==> config.mk <==
export PLATFORM = sky130hd
export DESIGN_NAME = linebuf_scanout
export DESIGN_NICKNAME = d
export VERILOG_FILES = /design/src/rtl/linebuf_scanout.sv
export SDC_FILE = /design/constraint.sdc
export NUM_CORES = 1
export LEC_CHECK = 0
export CORE_ASPECT_RATIO = 0.9
export CORE_UTILIZATION = 51
export CTS_CLUSTER_DIAMETER = 80
export DETAILED_ROUTE_END_ITERATION = 12
export PLACE_DENSITY = 0.92
export SYNTH_ARGS = -nofsm -noshare
export SYNTH_HDL_FRONTEND = slang
export SYNTH_SLANG_ARGS = --single-unit
==> constraint.sdc <==
create_clock -name clk_rd -period 2.2 [get_ports clk_rd]
set_input_delay 0.55 -clock clk_rd [delete_from_list [all_inputs] [get_ports clk_rd]]
set_output_delay 0.55 -clock clk_rd [all_outputs]
set_load 0.02 [all_outputs]
==> src/rtl/linebuf_scanout.sv <==
// Line-buffer scan-out: reads a double-banked line buffer in step with the
// display enable, replicates pixels horizontally, repeats lines vertically and
// hands each finished bank back to the writer with the next line to fetch.
module linebuf_scanout #(
   parameter int unsigned H_ACTIVE    = 640,
   parameter int unsigned SCALE_X     = 1,
   parameter int unsigned LINE_REPEAT = 1,
   parameter int unsigned V_LINES     = 480
) (
   input  logic       clk_rd,
   input  logic       rst_rd,
   input  logic       frame_start,
   input  logic       vid_de,
   output logic       bank_rd,
   output logic [9:0] addr_rd,
   input  logic [7:0] data_rd,
   output logic       pix_valid,
   output logic [7:0] pix_iter8,
   output logic       fill_req,
   output logic       fill_bank,
   output logic [9:0] fill_line,
   output logic       overrun,
   output logic       frame_err
);

   localparam int unsigned XW  = 11;
   localparam int unsigned XCW = 12;
   localparam int unsigned AW  = 10;
   localparam int unsigned LW  = 10;
   localparam int unsigned RW  = 2;

   localparam int unsigned    X_LIMIT     = H_ACTIVE * SCALE_X;
   localparam logic [XCW-1:0] X_LIMIT_W   = XCW'(X_LIMIT);
   localparam logic [XW-1:0]  ADDR_MAX    = XW'(H_ACTIVE - 1);
   localparam logic [RW-1:0]  REP_LAST    = RW'(LINE_REPEAT - 1);
   localparam logic [LW-1:0]  LINE_LAST   = LW'(V_LINES - 1);
   localparam logic [LW-1:0]  LINE_PENULT = LW'(V_LINES - 2);

   typedef enum logic {
      SHOW    = 1'b0,
      RELEASE = 1'b1
   } state_t;

   state_t         state_q, state_d;
   logic [XW-1:0]  x_q, x_d;
   logic           pix_valid_q, pix_valid_d;
   logic           in_range_q, in_range_d;
   logic           bank_q, bank_d;
   logic           fill_req_q, fill_req_d;
   logic           fill_bank_q, fill_bank_d;
   logic [LW-1:0]  fill_line_q, fill_line_d;
   logic           overrun_q, overrun_d;
   logic           frame_err_q, frame_err_d;
   logic [LW-1:0]  src_line_q, src_line_d;
   logic [RW-1:0]  rep_cnt_q, rep_cnt_d;

   logic [XW-1:0]  x_c;
   logic [XW-1:0]  addr_raw_c;
   logic           in_range_c;
   logic           line_end_c;
   logic           fs_c;
   logic [LW-1:0]  src_next_c;
   logic [LW-1:0]  fill_next_c;

   // Horizontal position, read address and range check for the current cycle
   always_comb begin
      x_c        = vid_de ? x_q : '0;
      x_d        = '0;
      addr_raw_c = x_c;
      if (vid_de) begin
         x_d = (x_q == '1) ? x_q : x_q + XW'(1);
      end
      if (SCALE_X == 2) begin
         addr_raw_c = x_c >> 1;
      end
      addr_rd     = (addr_raw_c > ADDR_MAX) ? AW'(ADDR_MAX) : AW'(addr_raw_c);
      in_range_c  = {1'b0, x_c} < X_LIMIT_W;
      in_range_d  = vid_de & in_range_c;
      pix_valid_d = vid_de;
      overrun_d   = overrun_q | (vid_de & ~in_range_c);
   end

   // Pixel output follows the one-cycle read latency of the line buffer
   always_comb begin
      pix_iter8 = (pix_valid_q && in_range_q) ? data_rd : '0;
   end

   // Source line successors, wrapping at the frame height
   always_comb begin
      src_next_c  = (src_line_q == LINE_LAST) ? '0 : src_line_q + LW'(1);
      fill_next_c = src_line_q + LW'(2);
      if (src_line_q == LINE_LAST) begin
         fill_next_c = LW'(1);
      end else if (src_line_q == LINE_PENULT) begin
         fill_next_c = '0;
      end
   end

   // Line-repeat / bank-release state machine and frame resynchronisation
   always_comb begin
      state_d     = state_q;
      bank_d      = bank_q;
      fill_req_d  = fill_req_q;
      fill_bank_d = fill_bank_q;
      fill_line_d = fill_line_q;
      frame_err_d = frame_err_q;
      src_line_d  = src_line_q;
      rep_cnt_d   = rep_cnt_q;

      line_end_c = pix_valid_q & ~vid_de;
      fs_c       = frame_start & ~vid_de;

      if (frame_start && (src_line_q != '0)) begin
         frame_err_d = 1'b1;
      end

      case (state_q)
         SHOW: begin
            if (line_end_c && !fs_c) begin
               if (rep_cnt_q == REP_LAST) begin
                  state_d = RELEASE;
               end else begin
                  rep_cnt_d = rep_cnt_q + RW'(1);
               end
            end
         end
         RELEASE: begin
            bank_d      = ~bank_q;
            fill_req_d  = ~fill_req_q;
            fill_bank_d = bank_q;
            if (!fs_c) begin
               fill_line_d = fill_next_c;
            end
            src_line_d  = src_next_c;
            rep_cnt_d   = '0;
            state_d     = SHOW;
         end
         default: begin
            state_d = SHOW;
         end
      endcase

      // A new frame wins over any line advance in the same cycle
      if (fs_c) begin
         src_line_d = '0;
         rep_cnt_d  = '0;
      end
   end

   // State registers
   always_ff @(posedge clk_rd or posedge rst_rd) begin
      if (rst_rd) begin
         state_q     <= SHOW;
         x_q         <= '0;
         pix_valid_q <= 1'b0;
         in_range_q  <= 1'b0;
         bank_q      <= 1'b0;
         fill_req_q  <= 1'b0;
         fill_bank_q <= 1'b0;
         fill_line_q <= '0;
         overrun_q   <= 1'b0;
         frame_err_q <= 1'b0;
         src_line_q  <= '0;
         rep_cnt_q   <= '0;
      end else begin
         state_q     <= state_d;
         x_q         <= x_d;
         pix_valid_q <= pix_valid_d;
         in_range_q  <= in_range_d;
         bank_q      <= bank_d;
         fill_req_q  <= fill_req_d;
         fill_bank_q <= fill_bank_d;
         fill_line_q <= fill_line_d;
         overrun_q   <= overrun_d;
         frame_err_q <= frame_err_d;
         src_line_q  <= src_line_d;
         rep_cnt_q   <= rep_cnt_d;
      end
   end

   assign bank_rd   = bank_q;
   assign pix_valid = pix_valid_q;
   assign fill_req  = fill_req_q;
   assign fill_bank = fill_bank_q;
   assign fill_line = fill_line_q;
   assign overrun   = overrun_q;
   assign frame_err = frame_err_q;

endmodule

==> metrics.md, run 1 <==
| Metric | Value |
|---|---|
| Outcome | `complete, no violations` |
| Routed wire per std cell | `13.8 um` |
| RSZ-0062 raised after global routing | `no` |
| Final setup fails | `0` |
| Root Driver | `clkbuf_8` |
| Simple-gate area share of the yosys netlist | `0.257` |
| R2r endpoint | `src_line_q[9]` |
| CP Launch Point | `vid_de` |
| Post-CTS Hold Buffers | `0` |
| Post-synthesis sequential area ratio | `0.462` |
| Post-synthesis mux area share | `0.0147` |
| CTS tree | `done` |
| Flop-to-flop setup slack | `310 ps` |
| PortBufs | `45` |
| Post-placement setup slack | `-520 ps` |
| Clk slew on worst S/H paths | `80 ps` |
| Reg-to-reg startpoint | `src_line_q[0]` |
| Max incr delay on CP | `260 ps` |
| Total GRT Usage | `0.231` |
| Nets | `318` |
| Vias per inst | `5.51` |
| Largest family of logic cells by synthesized area | `simple AND/OR/NAND/NOR gates` |
| Post-Synthesis Cells | `246` |
| Vias post-DR | `1923` |
| Peak supply drop | `0.000507 V` |
| Largest delay share family, worst path | `buffers and inverters` |
| Residual DRC | `0` |
| Stages on worst setup path | `5` |
| CTS resizes | `48` |
| Arrival @ worst endpoint | `1500 ps` |
| First-pass GRT wire length | `8270 um` |
| Tcrit/Tclk final | `0.930` |
| Top-area cell type share of the netlist area | `0.462` |
| Yosys warnings | `0` |
| CTS Sinks | `41` |
| CP max-delay cell | `dlygate4sd2_1` |
| Number of global-route vias before repair | `1780` |
| Routed Wire Length | `4820 um` |
| ANT cells | `0` |
| Tmin final | `2050 ps` |
| # placed instances | `341` |
| Worst-Skew Late Latency | `300 ps` |
| Global route total overflow | `0` |
| Cts bufs inserted | `5` |
| Post-Layout Cell Count | `349` |
| Row Count | `22` |
| Placer Congestion | `0.879` |
| Max-slew violations | `0` |
| Power per cell area | `588 nW/um^2` |
| Net Count, Synth | `264` |
| Initial antenna violation count | `0` |
| Largest net degree at the start of global routing | `42` |
| Die X-Extent | `71.5 um` |
| HPWL after detailed placement | `3470 um` |
| Synth-to-layout area growth | `27.9%` |
| Fmax | `0.489 GHz` |
| Initial drt markers | `172` |
| Critical Path End | `addr_rd[7]` |
| # H-tree levels | `2` |
| Max clock buf depth | `2` |
| Synth Area in Adders | `0.0338` |
| Routed Antenna Nets | `0` |
| Critical Path RT | `1650 ps` |
| Leading area contributor after synthesis | `dfrtp_1` |
| Final hold vios | `0` |
| Share of cells above drive strength 1 | `0.140` |
| Top Ports | `46` |
| DRT Pass-1 Iters | `4` |
| LEAKAGE | `1.33 nW` |
| DIE HEIGHT | `64.6 um` |
| CP Class | `input port to primary output` |
| Syn Area/Cell | `9.02 um^2` |
| Post-synth EDFFs | `0` |
| Synth Flop Type | `dfrtp_1` |
| Initial Utilization | `0.537` |
| Area of the core | `4130 um^2` |
| Final setup margin | `155 ps` |
| R2R cell count | `5` |
| Crit. End Element | `primary output` |
| Netlist cell types | `44` |
| Worst slew margin | `0.663` |
| Largest cells by area after synthesis | `dfrtp_1 (46%), nand2_1 (6.4%), nor2_1 (3.6%)` |
| Hold crit path type | `register to register` |
| Mapped Area | `2220 um^2` |
| Ys async rst share | `1.00` |
| Buf/Inv on CP | `3` |
| Synth Area in Compound Gates | `0.125` |
| Worst Path Max Fanout | `3` |
| Setup bufs post-CTS | `0` |
| CP Launch Type | `input port` |
| Worst Skew | `6.68 ps` |
| DIE AREA | `4620 um^2` |
| CP cell instances | `dlygate4sd2_1 > inv_1 > nor3_2 > and2_1 > clkdlybuf4s15_2` |
| Post-Synth XOR/XNOR Area | `0.0592` |
| Fin Hold WS | `464 ps` |
| Max-cap viol count | `0` |
| Worst Tran Pin Value | `506 ps` |
| Post-synthesis sequential element count | `41` |
==> cell usage in the layout (no fill, tap or decap), drive strengths merged, types with 3 or more instances in the layout <==
master	count
a21o	4
a21oi	7
a31oi	3
and2	5
and3	10
buf	23
clkbuf	5
clkdlybuf4s50	26
dfrtp	41
dlygate4sd2	10
ha	6
inv	12
nand2	38
nand3	10
nand4	6
nor2	21
nor3	8
o21ai	15
o31ai	3
or3	5
xnor2	8
xor2	7
==> per-stage QoR <==
stage / utilization / area [um^2] / setup TNS, ps / power, W
detailed placement: 0.676 / 2790 / -5520 / 0.00120
floorplan: - / 2220 / 0 / 0.00103
finish: 0.687 / 2840 / 0 / 0.00167
CTS: 0.687 / 2840 / 0 / 0.00168
global placement: 0.676 / 2790 / -4860 / 0.00119
global route: 0.687 / 2840 / 0 / 0.00175
==> power breakdown <==
group	internal [W]	switching (W)
Combinational	0.000158	0.000160
Sequential	0.000809	0.0000481
Clock	0.000219	0.000274
Total	0.00119	0.000482
==> worst reg2reg max path, stage by stage, from the launching register on <==
cell,delay [ps]
dfrtp_1,510
ha_1,240
nand3_2,100
or4_4,540
and2_4,170
a31o_1,210
==> Yosys cell counts (all sizes together) (2+ instances only) <==
master  instances
o211ai          2
a311oi          2
xnor2           8
ha              6
a21oi           7
dfrtp          41
nand4           6
inv            12
nor3            8
and3           10
and2            5
nand2          38
buf             9
mux2            2
o21a            2
xor2            7
nor2           21
clkbuf          4
o21ai          15
nor3b           2
nand3          10
a21o            4
a31oi           3
or3             5
nand2b          2
o31ai           3
==> cell families (layout without fill, tap and decap cells) <==
| family | count (synthesis) | in the layout |
|---|---|---|
| xor gates and xnor gates | 15 | 15 |
| DFF | 41 | 41 |
| buffers and inverters | 25 | 80 |
| AOI/OAI and AO/OA | 43 | 43 |
| and+or+nand+nor | 113 | 113 |
| adders and majority gates | 6 | 6 |
| muxes | 3 | 3 |
==> final cells by class <==
type | count | area [um^2]
clock buffers | 5 | 68.8
clock inverters | 3 | 17.5
fillers | 322 | 1290
inverters | 12 | 45.0
multi-input cells | 180 | 1090
flip-flops and latches | 41 | 1030
well taps | 48 | 60.1
repair buffers | 60 | 531
==> registers in the layout, indices dropped and copies added (netlist names), 2 cells and up <==
| signal | cells |
|---|---|
| x_q | 11 |
| fill_line | 10 |
| src_line_q | 10 |
| rep_cnt_q | 2 |
==> worst min path at each step <==
stage	from	to	depth (start not counted)
after floorplan	x_q[1]	x_q[1]	2
after global placement	frame_err	frame_err	1
after detailed placement	overrun	overrun	1
after CTS	fill_req	fill_req	1
after global routing	fill_req	fill_req	1
final	fill_req	fill_req	1
==> routing by layer <==
| metal | vias to the layer above | wire (um) | part of all wire | GRT usage |
|---|---|---|---|---|
| li1 | 960 | - | - | - |
| met1 | 913 | 2150 | 0.45 | 0.294 |
| met2 | 43 | 2440 | 0.51 | 0.385 |
| met3 | 7 | 166 | 0.034 | 0.0513 |
| met4 | 0 | 67 | 0.014 | 0.0858 |
| met5 | - | 0 | 0 | 0 |
(Power assumes the default switching activity.)
==> run 2, diff against run 1 <==
Settings changed: CAP_MARGIN set to 20.
==> results of run 2 <==
The final DEF is identical to that of run 1; final timing and power are the same.
==> run 3, diff against run 2 <==
Settings changed: CTS_CLUSTER_DIAMETER 80 to not set, SLEW_MARGIN set to 0.
==> results of run 3 <==
The final DEF is identical to that of run 1; final timing and power are the same.
==> RTL change 1, RTL diff (flow settings as in run 3) <==
Reset style: synchronous (`rst_rd`), changed in one clocked block.
--- a/src/rtl/linebuf_scanout.sv
+++ b/src/rtl/linebuf_scanout.sv
@@ -148,7 +148,7 @@
    end
 
    // State registers
-   always_ff @(posedge clk_rd or posedge rst_rd) begin
+   always_ff @(posedge clk_rd) begin
       if (rst_rd) begin
          state_q     <= SHOW;
          x_q         <= '0;
Check against the original RTL: differs if rst_rd is asserted again (counterexample within 4 cycles, from zero or initial values and one cycle with rst_rd high); with rst_rd held inactive, the same outputs for 10 cycles.
==> RTL change 1 against run 3 <==
- via count shrank 3.1%
- global-route usage grew 0.35 points
- sequential cell count is the same
- critical path depth shrank 2
- wire length shrank 4.8%
- worst setup slack gained 0.013 ns
- design area shrank 5.4%
- area after synthesis shrank 8.6%
- critical path type unchanged
- highest routed layer unchanged
Power is not compared: it rests on default switching activity, and its combinational part moved more than twofold at a synthesized area within 25%.
==> RTL change 1: results (changes against run 3) <==
- Outcome: finished clean (unchanged).
- The global-route usage over all layers is 23.4% (was 23.1%).
- The maximum net fanout on the critical path is 1 (was 3).
- The synthesized area per cell is 8.45 µm² (was 9.02 µm²).
- Leading post-synthesis cells by instance count: 41 x sky130_fd_sc_hd__dfxtp_1, 31 x sky130_fd_sc_hd__nor2_1, 25 x sky130_fd_sc_hd__nand2_1, 15 x sky130_fd_sc_hd__xnor2_1 (was 41 x sky130_fd_sc_hd__dfrtp_1, 38 x sky130_fd_sc_hd__nand2_1, 21 x sky130_fd_sc_hd__nor2_1, 13 x sky130_fd_sc_hd__o21ai_0, 12 x sky130_fd_sc_hd__inv_1).
- Synth area leaders: sky130_fd_sc_hd__dfxtp_1 40%, sky130_fd_sc_hd__xnor2_1 6.5%, sky130_fd_sc_hd__nor2_1 5.7%, sky130_fd_sc_hd__nand2_1 4.6%, sky130_fd_sc_hd__and3_1 3.7% (was sky130_fd_sc_hd__dfrtp_1 46%, sky130_fd_sc_hd__nand2_1 6.4%, sky130_fd_sc_hd__nor2_1 3.6%, sky130_fd_sc_hd__ha_1 3.4%, sky130_fd_sc_hd__xnor2_1 3.2%).
- The last weighted congestion value of the routability-driven placer came to 0.878 (was 0.879).
- The arrival time of the worst setup path is 1.48 ns (was 1.50 ns).
- The met1 wire length is 1.98 mm (was 2.15 mm).
- The global-route wire length before repair is 7.39 mm (was 8.27 mm).
- The unique cell type count in the Yosys netlist was 39 (was 44).
- The pin count of the biggest net entering global routing came to 14 (was 42).
- The post-placement worst setup slack is -0.397 ns (was -0.520 ns).
- The routed length per placed instance came to 13.5 µm (was 13.8 µm).
- The number of nets in the synthesized netlist came to 258 (was 264).
- The number of nets in the final layout is 310 (was 318).
- The sum of met3 wire segment lengths after detailed routing is 209 µm (was 166 µm).
- The iteration-0 DRC count of the detailed router is 158 (was 172).
- The portion of the post-synthesis area used by sequential elements is 40.5% (was 46.2%).
- The xor and xnor fraction of the mapped netlist area is 9.07% (was 5.92%).
- The via count of the first global-routing pass is 1610 (was 1780).
- The worst setup skew after layout is 0.0127 ns (was 0.00668 ns).
- The total wirelength of the detailed-routed design was 4.59 mm (was 4.82 mm).
- The headroom to the max-slew limit is 73.2% (was 66.3%).
- The number of vias in the routed layout is 1863 (was 1923).
- The met2 wire length came to 2.35 mm (was 2.44 mm).
- The number of instances in the placed design is 331 (was 341).
- The fraction of final layout cells with drive strength greater than 1 came to 11.9% (was 14.0%).
- The mux cell area share after synthesis is 0.987% (was 1.47%).
- The adder-cell share of the synthesized area is 3.70% (was 3.38%).
- The post-synthesis async set-or-reset flop share is 0% (was 100%).
## RTL change 1: changes by cell type after synthesis, moves of 4 or more
cell / delta
sky130_fd_sc_hd__dfxtp_1: +41
sky130_fd_sc_hd__nand2_1: -13
sky130_fd_sc_hd__dfrtp_1: -41
sky130_fd_sc_hd__nand3_1: +4
sky130_fd_sc_hd__buf_2: -4
sky130_fd_sc_hd__o2bb2ai_1: +5
sky130_fd_sc_hd__o21ai_0: -8
sky130_fd_sc_hd__nor2_1: +10
sky130_fd_sc_hd__a21o_1: -4
sky130_fd_sc_hd__xnor2_1: +7
## RTL change 1: what timing repair did
item | 4_1_cts | 5_1_grt
cloned | 0 | 0
setup buffers | 0 | 0
endpoints found under the hold margin | 0 | 0
pin swaps | 0 | 0
endpoints found under the setup margin | 18 | 10
resized for setup | 39 | 4
## RTL change 1: logic make-up after synthesis
family / count (synthesis)
simple gates: 113
mux: 2
compound gates: 36
xor+xnor: 21
buf+inv: 21
fa+ha+maj: 6
flops: 41
## RTL change 1: path summary, 6_finish.rpt
kind	from	endpoint	slack (ns)
max	data_rd[7]	pix_iter8[7]	0.17
min	overrun	overrun	0.45
max reg2reg	x_q[0]	x_q[2]	0.55
min reg2reg	overrun	overrun	0.45
## RTL change 1: stage by stage
stage	utilization, %	setup TNS (ns)
4_1_cts	71.3	0
3_3_place_gp	68.2	-3.89
6_report	71.4	0
3_5_place_dp	68.2	-4.45
5_1_grt	71.4	0
2_1_floorplan	-	0
## RTL change 1: power by group
| group | internal, mW | total [mW] | switching (mW) |
|---|---|---|---|
| clock network | 0.370 | 0.623 | 0.253 |
| logic | 0.0417 | 0.0805 | 0.0388 |
| registers | 0.748 | 0.756 | 0.00814 |
| total | 1.16 | 1.46 | 0.300 |
## RTL change 1: critical path, cell delays in order
cell and delay [ns]:
sky130_fd_sc_hd__clkdlybuf4s50_1 0.45, sky130_fd_sc_hd__and3_1 0.15, sky130_fd_sc_hd__dlygate4sd2_1 0.33
## RTL change 1: area by class of cell
type | count | area (µm²)
multi-input combinational | 178 | 1120
fill | 287 | 1070
clock buffer | 7 | 86.3
tap | 46 | 57.6
sequential | 41 | 821
timing repair buffer | 56 | 536
clock inverter | 1 | 30.0
inverter | 10 | 37.5
## RTL change 1: layer usage
layer	up-vias	GRT usage, %
met5	-	0
met4	0	6.85
met3	7	4.74
met2	58	41.7
met1	860	28.5
li1	938	-
==> RTL change 2, RTL diff (config.mk and constraints of run 3) <==
Without the edit above. Change the parameter `H_ACTIVE` from 640 to 512.
--- a/src/rtl/linebuf_scanout.sv
+++ b/src/rtl/linebuf_scanout.sv
@@ -2,7 +2,7 @@
 // display enable, replicates pixels horizontally, repeats lines vertically and
 // hands each finished bank back to the writer with the next line to fetch.
 module linebuf_scanout #(
-   parameter int unsigned H_ACTIVE    = 640,
+   parameter int unsigned H_ACTIVE    = 512,
    parameter int unsigned SCALE_X     = 1,
    parameter int unsigned LINE_REPEAT = 1,
    parameter int unsigned V_LINES     = 480
Formal check against the unedited RTL: same outputs for any inputs over 10 cycles, from zero or initial values and one cycle with rst_rd high; that may be too few to reach the edited logic, so the function may still have changed.
==> RTL change 2 against run 3 <==
- wire length grew 3.4%
- worst setup slack got worse by 0.045 ns
- sequential cell count stayed put
- area after synthesis grew 5.4%
- global-route usage shrank 0.71 points
- critical path depth down 1
- power up 4.2%
- synthesized cell count decreased by 0.41%
- design area about the same
- largest cell class unchanged
- highest routed layer unchanged
==> RTL change 2: results (changes against run 3) <==
- Outcome: finished clean (unchanged).
- The number of gates resized after CTS is 21 (was 48).
- The adder-cell share of the synthesized area is 3.21% (was 3.38%).
- The global-route usage over all layers is 22.3% (was 23.1%).
- The unique cell type count in the Yosys netlist came to 47 (was 44).
- The sink of the worst hold path is frame_err (was fill_req).
- The global-route wire length before repair is 8.39 mm (was 8.27 mm).
- The launch instance of the worst register-to-register path was x_q[0] (was src_line_q[0]).
- The post-placement worst setup slack was -0.296 ns (was -0.520 ns).
- The met2 wire length is 2.47 mm (was 2.44 mm).
- The initial antenna violation count was 0 (unchanged).
- The via count of the first global-routing pass is 1834 (was 1780).
- The met3 global-route usage came to 3.81% (was 5.13%).
- The iteration-0 DRC count of the detailed router is 175 (was 172).
- The detailed placer's ending HPWL is 3.53 mm (was 3.47 mm).
- Leading post-synthesis cells by instance count: 41 x sky130_fd_sc_hd__dfrtp_1, 32 x sky130_fd_sc_hd__nor2_1, 23 x sky130_fd_sc_hd__nand2_1, 13 x sky130_fd_sc_hd__nand3_1, 12 x sky130_fd_sc_hd__xor2_1 (was 41 x sky130_fd_sc_hd__dfrtp_1, 38 x sky130_fd_sc_hd__nand2_1, 21 x sky130_fd_sc_hd__nor2_1, 13 x sky130_fd_sc_hd__o21ai_0, 12 x sky130_fd_sc_hd__inv_1).
- The last weighted congestion value of the routability-driven placer is 0.864 (was 0.879).
- The compound-gate portion of the synthesized area is 10.3% (was 12.5%).
- The number of nets in the synthesized netlist is 263 (was 264).
- The count of synthesis-stage warnings from yosys is 0 (unchanged).
- The arrival time of the worst setup path is 1.54 ns (was 1.50 ns).
- The number of nets in the final layout was 306 (was 318).
- The worst setup skew after layout came to 0.0190 ns (was 0.00668 ns).
- The met1 wire length is 2.11 mm (was 2.15 mm).
- The synthesized area per cell is 9.54 µm² (was 9.02 µm²).
- The mux cell area share after synthesis is 1.82% (was 1.47%).
- The slowest stage cell on the critical path is sky130_fd_sc_hd__clkdlybuf4s50_1 (was sky130_fd_sc_hd__dlygate4sd2_1).
- The number of vias in the routed layout is 1942 (was 1923).
- The count of input and output buffers was 44 (was 45).
- The sum of met3 wire segment lengths after detailed routing is 334 µm (was 166 µm).
- The total wirelength of the detailed-routed design is 4.99 mm (was 4.82 mm).
- The worst-case register-to-register setup slack is 0.43 ns (was 0.31 ns).
- The maximum net fanout on the critical path is 11 (was 3).
- The fraction of final layout cells with drive strength greater than 1 is 15.9% (was 14.0%).
- The highest routing layer actually used was met4 (unchanged).
- The static leakage is 1.27 nW (was 1.33 nW).
- The source of the worst hold timing path is frame_err (was fill_req).
- The transition at the pin with the smallest max-transition slack is 0.518 ns (was 0.506 ns).
- The worst-case reg-to-reg path depth came to 6 (was 5).
- The worst hold margin came to 0.464 ns (about the same).
- The met2 track demand over resource is 37.6% (was 38.5%).
- The reg-to-reg critical path endpoint is x_q[1] (was src_line_q[9]).
- The total cell area at the placement stage is 2790 µm² (about the same).
- The portion of the post-synthesis area used by sequential elements came to 43.9% (was 46.2%).
- The routed length per placed instance came to 14.3 µm (was 13.8 µm).
- The peak ir drop on the vdd network came to 0.509 mV (was 0.507 mV).
==> RTL change 2: power by group through the flow <==
stage	Sequential, mW	Combinational, mW	Clock (mW)
floorplan	0.940	0.136	0
global placement	0.880	0.359	0
detailed placement	0.884	0.367	0
CTS	0.868	0.362	0.523
global route	0.879	0.393	0.557
finish	0.868	0.359	0.513
==> RTL change 2: how the worst max path moves through the flow <==
stage	cells past startpoint	slack [ns]	endpoint	start
5_1_grt	4	0.04	addr_rd[4]	vid_de
4_1_cts	4	0.0009	addr_rd[8]	vid_de
3_5_place_dp	4	-0.30	addr_rd[4]	vid_de
3_3_place_gp	4	-0.24	addr_rd[1]	vid_de
6_report	4	0.11	addr_rd[4]	vid_de
2_1_floorplan	4	0.40	addr_rd[0]	vid_de
==> RTL change 2: cell type report <==
cell class                 count  area, µm²
clock buffer                   6       82.6
clock inverter                 2       13.8
fill                         367       1400
inverter                       9       33.8
multi-input combinational    180       1160
sequential                    41       1030
tap                           60       75.1
timing repair buffer          51        444
